<file path="config.mk">
export PLATFORM = sky130hd
export DESIGN_NAME = iq_decim
export DESIGN_NICKNAME = d
export VERILOG_FILES = /design/src/rtl/iq_decim.sv
export SDC_FILE = /design/constraint.sdc
export NUM_CORES = 1
export LEC_CHECK = 0
export CAP_MARGIN = 40
export CORE_MARGIN = 8
export CORE_UTILIZATION = 40
export CTS_CLUSTER_SIZE = 12
export DETAILED_ROUTE_END_ITERATION = 6
export MAX_ROUTING_LAYER = met4
export PLACE_DENSITY = 0.64
export SYNTH_ARGS = -nofsm -noshare
export SYNTH_HDL_FRONTEND = slang
export SYNTH_SLANG_ARGS = --single-unit
</file>
<file path="constraint.sdc">
create_clock -name clk -period 2.85 [get_ports clk]
set_input_delay 0.285 -clock clk [delete_from_list [all_inputs] [get_ports clk]]
set_output_delay 0.285 -clock clk [all_outputs]
set_load 0.1 [all_outputs]
</file>
<file path="src/rtl/iq_decim.sv">
// Integrate-and-dump decimator: averages DECIM valid I/Q samples with round-half-up
// and presents each result on a registered valid/ready output with a sticky overrun flag.
module iq_decim #(
    parameter int IN_W  = 5,
    parameter int DECIM = 4
) (
    input  logic            clk,
    input  logic            reset,
    input  logic            clear,
    input  logic            in_valid,
    input  logic [IN_W-1:0] I_BB,
    input  logic [IN_W-1:0] Q_BB,
    output logic            out_valid,
    input  logic            out_ready,
    output logic [IN_W-1:0] I_DEC,
    output logic [IN_W-1:0] Q_DEC,
    output logic            overrun
);
    localparam int LOG2  = $clog2(DECIM);
    localparam int ACC_W = IN_W + LOG2;
    localparam logic [LOG2-1:0] CNT_LAST = LOG2'(DECIM - 1);
    localparam logic signed [ACC_W-1:0] HALF = ACC_W'(DECIM / 2);

    if (DECIM < 2 || DECIM > 16 || (DECIM & (DECIM - 1)) != 0) begin : g_bad_decim
        $error("iq_decim: DECIM must be a power of two in 2..16");
    end

    // Handshake: a result transfers on any edge where out_valid and out_ready are both 1.
    logic [LOG2-1:0]         cnt;
    logic signed [ACC_W-1:0] acc_i, acc_q;
    logic signed [ACC_W-1:0] ext_i, ext_q;
    logic signed [ACC_W-1:0] sum_i, sum_q;
    logic signed [ACC_W-1:0] rnd_i, rnd_q;
    logic                    dump;
    logic                    unused_bits;

    assign ext_i = {{LOG2{I_BB[IN_W-1]}}, I_BB};
    assign ext_q = {{LOG2{Q_BB[IN_W-1]}}, Q_BB};
    assign sum_i = acc_i + ext_i;
    assign sum_q = acc_q + ext_q;
    assign rnd_i = sum_i + HALF;
    assign rnd_q = sum_q + HALF;
    assign dump  = in_valid && (cnt == CNT_LAST);

    // Dropping the low LOG2 bits of the rounded sum is the arithmetic right shift.
    assign unused_bits = ^{rnd_i[LOG2-1:0], rnd_q[LOG2-1:0]};

    always_ff @(posedge clk or posedge reset) begin
        if (reset) begin
            cnt       <= '0;
            acc_i     <= '0;
            acc_q     <= '0;
            out_valid <= 1'b0;
            overrun   <= 1'b0;
            I_DEC     <= '0;
            Q_DEC     <= '0;
        end else if (clear) begin
            cnt       <= '0;
            acc_i     <= '0;
            acc_q     <= '0;
            out_valid <= 1'b0;
            overrun   <= 1'b0;
        end else begin
            if (out_valid && out_ready) begin
                out_valid <= 1'b0;
            end
            if (dump) begin
                I_DEC     <= rnd_i[ACC_W-1:LOG2];
                Q_DEC     <= rnd_q[ACC_W-1:LOG2];
                out_valid <= 1'b1;
                acc_i     <= '0;
                acc_q     <= '0;
                cnt       <= '0;
                if (out_valid && !out_ready) begin
                    overrun <= 1'b1;
                end
            end else if (in_valid) begin
                acc_i <= sum_i;
                acc_q <= sum_q;
                cnt   <= cnt + 1'b1;
            end
        end
    end
endmodule

</file>
# Word level (Yosys, flattened, before mapping)
# Index checks and enable logic that the tools add are counted.
[op_classes]
addsub = 5
n_mul = 0
div_mod_pow = 0
order_cmp = 0
n_eq_ne = 1
n_shift = 0
mux = 15
n_bitwise = 1
n_reduce_logical = 10
[op_table]
columns = ["cell", "n"]
rows = [
  ["two-way mux 7 bit", 6],
  ["adder 7 x 3 -> 7 bit (second input constant)", 2],
  ["adder 7 x 5 -> 7 bit", 2],
  ["two-way mux 1 bit", 6],
  ["two-way mux 2 bit", 3],
  ["nonzero test 3 bit", 2],
  ["AND reduction 2 bit", 2],
  ["nonzero test 2 bit", 2],
  ["logical AND 1 bit", 3],
  ["adder 2 x 1 -> 2 bit (second input constant)", 1],
  ["equality test 2 bit (second input constant)", 1],
  ["zero test 1 bit", 1],
  ["inverter 1 bit", 1],
]
[word_totals]
register_bits = 28
latchBits = 0
mem_bits_rw = 0
mem_bits_ro = 0
in_bits = 15
out_inout_bits = 12
elab_cells = 39
mem_count = 0

# Longest topological paths before layout
# Gate-level depths: netlist of the first run.
[logic_depth]
depth_word = 5
ltp_mapped = 9
ltp_nobuf = 9

# Worst setup path after synthesis of the first run
# OpenSTA, ideal clock, no wires.
[synth_path]
kind = "flip-flop to flip-flop"
from = "reg acc_i[0]"
to = "reg I_DEC[3]"
setup_time_ns = 0.133
t_arrival_ns = 1.943
t_required_ns = 2.717
path_slack_ns = 0.774
stages_incl_launch_ff = 9
n_path_buf = 0
synth_period_minus_slack_ns = 2.076
cell_sequence = "dfrtp_1 > ha_1 > fa_1 > a211oi_1 > nor2_1 > xor2_1 > and3_1 > xnor2_1 > o21ai_1"
[synth_between]
elab_chain_cells = 2
[synth_lines]
columns = ["item", "line", "text"]
rows = [
  ["start, declared", "30", "logic signed [ACC_W-1:0] acc_i, acc_q;"],
  ["start signal, assigned", "78", "acc_i <= sum_i;"],
  ["adder 7 x 5 -> 7 bit", "39", "assign sum_i = acc_i + ext_i;"],
  ["adder 7 x 3 -> 7 bit", "41", "assign rnd_i = sum_i + HALF;"],
  ["end signal, assigned", "68", "I_DEC <= rnd_i[ACC_W-1:LOG2];"],
  ["end, declared", "15", "output logic [IN_W-1:0] I_DEC,"],
]
# Every way passes these cells.
# A chain may end at the register's enable or synchronous reset.

# Final worst setup path of the first run
[layout_path]
from = "in I_BB[0]"
to = "reg I_DEC[3]"
[layout_between]
elab_chain_cells = 2
[layout_lines]
columns = ["item", "line", "text"]
rows = [
  ["start, declared", "11", "input logic [IN_W-1:0] I_BB,"],
  ["adder 7 x 5 -> 7 bit", "39", ""],
  ["adder 7 x 3 -> 7 bit", "41", ""],
]
# Every way passes these cells.

==> results.sh, run 1 <==
export IMPL_status="finished, final reports clean"
export IMPL_dpl_cell_area_mm2=0.00213
export IMPL_finalClockSkew_ns=0.00139
export IMPL_finalInstanceArea_mm2=0.00217
export IMPL_clock_fmax_mhz=432
export IMPL_die_w_um=83.4
export IMPL_portBuffers=26
export IMPL_required_ns=3.00
export IMPL_cp_data_arrival_time_ns=2.47
export IMPL_grt_use_total_pct=11.1
export IMPL_synth_common_cells="28 x dfrtp_1, 20 x nor2_1, 15 x a21oi_1, 15 x ha_1, 13 x nor2b_1"
export IMPL_dp_hpwl_mm=2.74
export IMPL_wl_per_cell_um=13.5
export IMPL_rows=24
export IMPL_path_clk_slew_ns=0.09
export IMPL_fillers=423
export IMPL_drv_cap=0
export IMPL_synthTopCellsByArea="dfrtp_1 39%, ha_1 10%, xor2_1 4.8%"
export IMPL_layout_drive_gt1_share_pct=13.3
export IMPL_dieArea_mm2=0.00696
export IMPL_clkPwrFrac_pct=13.8
export IMPL_hold_viol=0
export IMPL_power_mw=1.50
export IMPL_synthCells=191
export IMPL_p_switching_mw=0.698
export IMPL_antenna_cells=0
export IMPL_cts_sinks=28
export IMPL_cts_buffers=3
export IMPL_worstHoldPathType="in -> async"
export IMPL_p_sw_share_pct=46.6
export IMPL_synth_top_area_share_pct=38.5
export IMPL_clockRootBuffer="clkbuf_8"
export IMPL_synth_most_common_cell="dfrtp_1"
export IMPL_tightest_slew_ns=0.492
export IMPL_worstSetupPathType="in -> reg"
export IMPL_nNetsFinal=252
export IMPL_viasPerCell=5.09
export IMPL_dr_pass1_iters=4
export IMPL_period_needed_ns=2.31
export IMPL_core_area_mm2=0.00438
export IMPL_cts_resized=0
export IMPL_die_y_um=83.4
export IMPL_fin_crit_sh_pct=81.2
export IMPL_ys_types=39
export IMPL_netlist_area_mm2=0.00182
export IMPL_synthArstFlopShare_pct=100
export IMPL_initial_core_util_pct=41.5
export IMPL_slew_violations=0
export IMPL_final_setup_tns_ns=0
export IMPL_gp_congestion=0.758
export IMPL_synth_edff_count=0
export IMPL_grt_ovfl_total=0
export IMPL_grt_pass1_wl_mm=6.51
export IMPL_yosys_warnings=0
export IMPL_startpoint_type="input port"
export IMPL_drc=0
export IMPL_grt_max_degree=29
export IMPL_via_count=1373
export IMPL_synth_top_flop_cell="dfrtp_1"
export IMPL_postCtsSetupRepairBufs=0
export IMPL_finalSetupViolations=0
export IMPL_grt_setup_unrepaired="no"
export IMPL_ys_ff_latch=28
export IMPL_cts_htree_levels=1
export IMPL_io_pins=27
export IMPL_synth_top_area_cell="dfrtp_1"
export IMPL_drtIter0Drc=56
export IMPL_cts_tree="done"
export IMPL_synth_seq_area_share_pct=38.5
export IMPL_rrSetupSlack_ns=0.59
export IMPL_synthToLayoutAreaGrowth_pct=19.1
export IMPL_seq_power_share_pct=33.6
export IMPL_max_slew_margin_pct=67.0
export IMPL_syn_area_per_cell_um2=9.52
export IMPL_synth_fp_nets=223
export IMPL_clockBufferDepth=2
export IMPL_end_kind="register"
export IMPL_power_leakage_nw=1.01
export IMPL_powerDensity_mw_per_mm2=691
export IMPL_ir_drop_mv=0.443
export IMPL_cp_max_fo=4
export IMPL_wl_mm=3.65
export IMPL_grt_pass1_vias=1422
export IMPL_hold_buffers=0
export IMPL_postRouteAntennaNets=0
export IMPL_power_frac_comb_pct=52.6
export IMPL_antenna_found_initial=0
export IMPL_clk_latency_ns=0.26
export IMPL_internal_power_mw=0.800
## per-stage QoR
stage / setup slack (ns) / hold WS (ns) / std cells / util [%]
2_1_floorplan: 0.774 / 0.350 / 191 / -
3_3_place_gp: 0.305 / 0.474 / 267 / 48.5
3_5_place_dp: 0.276 / 0.483 / 267 / 48.5
4_1_cts: 0.548 / 0.390 / 270 / 49.4
5_1_grt: 0.366 / 0.438 / 270 / 49.4
6_report: 0.537 / 0.377 / 270 / 49.4
## flip-flops by register name, indices dropped and copies added, names as in the netlist
signal and flops:
overrun 1, cnt 2, Q_DEC 5, out_valid 1, acc_q 7, I_DEC 5
acc_i 7
## metal layers
layer  part of all wire [%]  global-route usage (%)  up-vias
met1                     50                    14.0      637
met3                    4.5                    3.22        2
met4                   0.27                   0.942        0
li1                       -                       -      711
met2                     45                    17.8       23
met5                      0                       -        -
## layout make-up
cell class | count | area [um^2] | share of cell area, %
Multi-Input combinational cell | 148 | 1060 | 49.0
Sequential cell | 28 | 701 | 32.3
Timing Repair Buffer | 31 | 268 | 12.4
Tap cell | 52 | 65.1 | 3.00
Clock buffer | 3 | 41.3 | 1.91
Inverter | 8 | 30.0 | 1.39
## kinds of logic after synthesis
kind of cell	share of synthesized area (%)
mux	2.34
simple gates	20.4
fa+ha+maj	12.5
xor+xnor	8.67
compound gates	14.5
buf+inv	3.09
flops	38.5
## worst max-delay path: stages
cell and delay (ns):
clkdlybuf4s50_1 0.40, ha_1 0.23, fa_1 0.41, a211oi_1 0.31, nor2_1 0.10, xor2_1 0.32
and3_1 0.22, xnor2_1 0.11, o21ai_1 0.07
## worst paths after layout
path,start,end,cells after the start
min reg2reg,I_DEC[2]$_DFFE_PP0P_,I_DEC[2]$_DFFE_PP0P_,2
max reg2reg,acc_i[0]$_DFFE_PP0P_,I_DEC[3]$_DFFE_PP0P_,8
max in group asynchronous,reset,cnt[0]$_DFFE_PP0P_,3
min in group clk,I_DEC[2]$_DFFE_PP0P_,I_DEC[2]$_DFFE_PP0P_,2
min,reset,acc_q[6]$_DFFE_PP0P_,3
max,I_BB[0],I_DEC[3]$_DFFE_PP0P_,9
## power groups by stage
stage | logic, mW | registers (mW) | clock network, mW
global route | 0.858 | 0.513 | 0.229
floorplan | 0.326 | 0.808 | 0
global placement | 0.790 | 0.512 | 0
finish | 0.788 | 0.503 | 0.207
CTS | 0.797 | 0.505 | 0.217
detailed placement | 0.794 | 0.512 | 0
## cell usage in the layout, fill, tap and decap left out, types with 2 or more instances in the layout
cell type         n
dfrtp_1          28
nor2_1           20
buf_4            17
a21oi_1          15
ha_1             15
clkdlybuf4s50_1  14
nor2b_1          13
o21ai_1          11
nand2_1          11
xor2_1           10
xnor2_1           8
inv_1             8
nand2b_1          4
nand3b_1          4
and2_1            3
o21ai_0           3
clkbuf_8          3
mux2i_1           2
o22ai_1           2
nor3_1            2
a211oi_1          2
nand4_2           2
nand3_1           2
mux2_2            2
fa_1              2
(Power assumes the default switching activity.)
==> inputs of run 2 (changes only) <==
- PLACE_DENSITY: 0.64 -> 0.66
- clock period: 2.85 -> 2.1 ns (I/O delays scaled with it)
==> run 2 against run 1 <==
- hold slack worse by 0.086 ns
- first-iteration DRC count up 25%
- total power up 51%
- clock power up 60%
- die area unchanged
- largest cell class unchanged
- largest power group unchanged
==> results.sh, run 2 (same netlist as run 1, synthesis figures left out) <==
export IMPL_initial_core_util_pct=41.5
export IMPL_max_slew_margin_pct=75.2
export IMPL_finalSetupViolations=0
export IMPL_drv_cap=0
export IMPL_critPathMaxStageDelay_ns=0.41
export IMPL_finalClockSkew_ns=0.00495
export IMPL_required_ns=2.27
export IMPL_dieArea_mm2=0.00696
export IMPL_grt_ovfl_total=0
export IMPL_clockRootBuffer="clkbuf_8"
export IMPL_hold_slack_ns=0.291
export IMPL_antenna_cells=0
export IMPL_power_leakage_nw=1.16
export IMPL_die_w_um=83.4
export IMPL_dpl_cell_area_mm2=0.00231
export IMPL_clkPwrFrac_pct=14.6
export IMPL_synthToLayoutAreaGrowth_pct=35.2
export IMPL_p_sw_share_pct=44.8
export IMPL_reg_top3="acc_i: 7 flops, acc_q: 7 flops"
export IMPL_drtIter0Drc=70
export IMPL_hold_viol=0
export IMPL_ir_drop_mv=0.641
export IMPL_cts_htree_levels=1
export IMPL_fin_crit_sh_pct=96.5
export IMPL_startpoint="acc_i[0]$_DFFE_PP0P_"
export IMPL_mostFrequentLayoutCells="43 x buf_4, 28 x dfrtp_1, 20 x nor2_1"
export IMPL_dp_hpwl_mm=3.06
export IMPL_startpoint_type="register"
export IMPL_grt_setup_unrepaired="yes"
export IMPL_viasPerCell=5.01
export IMPL_final_common_cell="buf_4"
export IMPL_crit_slowest_cell="dfrtp_1"
export IMPL_cp_data_arrival_time_ns=2.19
export IMPL_gp_congestion=0.828
export IMPL_nNetsFinal=278
export IMPL_clock_fmax_mhz=494
export IMPL_period_needed_ns=2.03
export IMPL_fillers=397
export IMPL_cts_tree="done"
export IMPL_via_count=1487
export IMPL_wl_mm=4.01
export IMPL_r2r_start="acc_i[0]$_DFFE_PP0P_"
export IMPL_antenna_found_initial=0
export IMPL_cts_buffers=3
export IMPL_powerDensity_mw_per_mm2=922
export IMPL_tightest_slew_ns=0.370
export IMPL_end_kind="register"
export IMPL_hold_buffers=0
export IMPL_crit_chain="ha_4, fa_2, a211oi_2, o21bai_1, a21oi_2, xnor2_1, xor2_1, o21ai_1"
export IMPL_area_sequential_um2=701
export IMPL_clockBufferDepth=2
export IMPL_layout_drive_gt1_share_pct=27.8
export IMPL_finalInstanceArea_mm2=0.00246
export IMPL_wl_per_cell_um=13.5
export IMPL_grt_max_degree=29
export IMPL_seq_power_share_pct=30.1
export IMPL_clk_latency_ns=0.28
export IMPL_path_clk_slew_ns=0.09
export IMPL_drc=0
export IMPL_slew_violations=0
export IMPL_portBuffers=26
export IMPL_status="finished, final reports clean"
export IMPL_p_switching_mw=1.02
export IMPL_grt_use_total_pct=11.6
export IMPL_power_mw=2.27
export IMPL_postRouteAntennaNets=0
export IMPL_cp_max_fo=2
export IMPL_grt_pass1_wl_mm=6.73
export IMPL_internal_power_mw=1.25
export IMPL_rows=24
export IMPL_worstSetupPathType="reg -> reg"
export IMPL_power_frac_comb_pct=55.2
export IMPL_die_y_um=83.4
export IMPL_multiInputGateArea_mm2=0.00115
export IMPL_io_pins=27
export IMPL_dr_pass1_iters=5
export IMPL_worstHoldPathType="in -> async"
export IMPL_grt_pass1_vias=1476
export IMPL_core_area_mm2=0.00438
export IMPL_cts_sinks=28
==> run 2: cell count changes in the layout (fill, tap and decap cells not counted), sizes merged <==
| cell | before | now |
|---|---|---|
| clkbuf | 3 | 4 |
| buf | 17 | 43 |
==> run 2: final cells by class <==
cell class	count	area share, %
well taps	52	2.64
clock buffers	4	2.24
multi-input cells	148	46.6
inverters	8	1.22
repair buffers	57	18.8
flip-flops and latches	28	28.5
==> run 2: power by group through the flow <==
stage / registers (mW) / logic, mW / clock network (mW)
final: 0.684 / 1.25 / 0.332
after global routing: 0.694 / 1.34 / 0.368
after CTS: 0.686 / 1.19 / 0.345
after detailed placement: 0.696 / 1.19 / 0
after global placement: 0.692 / 1.17 / 0
after floorplan: 1.10 / 0.443 / 0
==> run 2: timing repair <==
| item | 4_1_cts | 5_1_grt |
|---|---|---|
| pin swaps | 0 | 10 |
| endpoints found under the setup margin | 3 | 13 |
| hold endpoints to repair | 0 | 0 |
| resized for setup | 1 | 15 |
| setup buffers | 0 | 2 |
==> run 2: path summary, 6_finish.rpt <==
kind / endpoint / slack, ns / cells after the start
setup / recovery: I_DEC[4]$_DFFE_PP0P_ / 0.07 / 8
hold / removal: Q_DEC[3]$_DFFE_PP0P_ / 0.29 / 3
setup reg to reg: I_DEC[4]$_DFFE_PP0P_ / 0.07 / 8
hold reg to reg: Q_DEC[4]$_DFFE_PP0P_ / 0.49 / 2
max in group asynchronous: acc_q[2]$_DFFE_PP0P_ / 1.54 / 3
min in group clk: Q_DEC[4]$_DFFE_PP0P_ / 0.49 / 2
==> run 2: worst max-delay path, delay by kind of cell, from the launching register on <==
family	cells	cell delay, ns
AOI/OAI and AO/OA	4	0.63
adders and majority gates	2	0.52
DFF	1	0.41
xor gates and xnor gates	2	0.34
==> run 2: metrics by stage <==
step / setup TNS (ns) / setup WS (ns) / std cells / utilization (%)
6_report: 0 / 0.0745 / 297 / 56.1
5_1_grt: -0.179 / -0.0540 / 297 / 56.1
4_1_cts: 0 / 0.00381 / 295 / 54.0
3_5_place_dp: -3.15 / -0.302 / 291 / 52.6
3_3_place_gp: -2.73 / -0.273 / 291 / 52.6
2_1_floorplan: 0 / 0.0244 / 191 / -
==> run 2: metal layers <==
metal	track usage (%)	routed length, um	up-vias
li1	-	-	766
met1	14.0	1930	692
met2	19.2	1900	27
met3	3.22	173	2
met4	1.41	6	0
met5	-	0	-
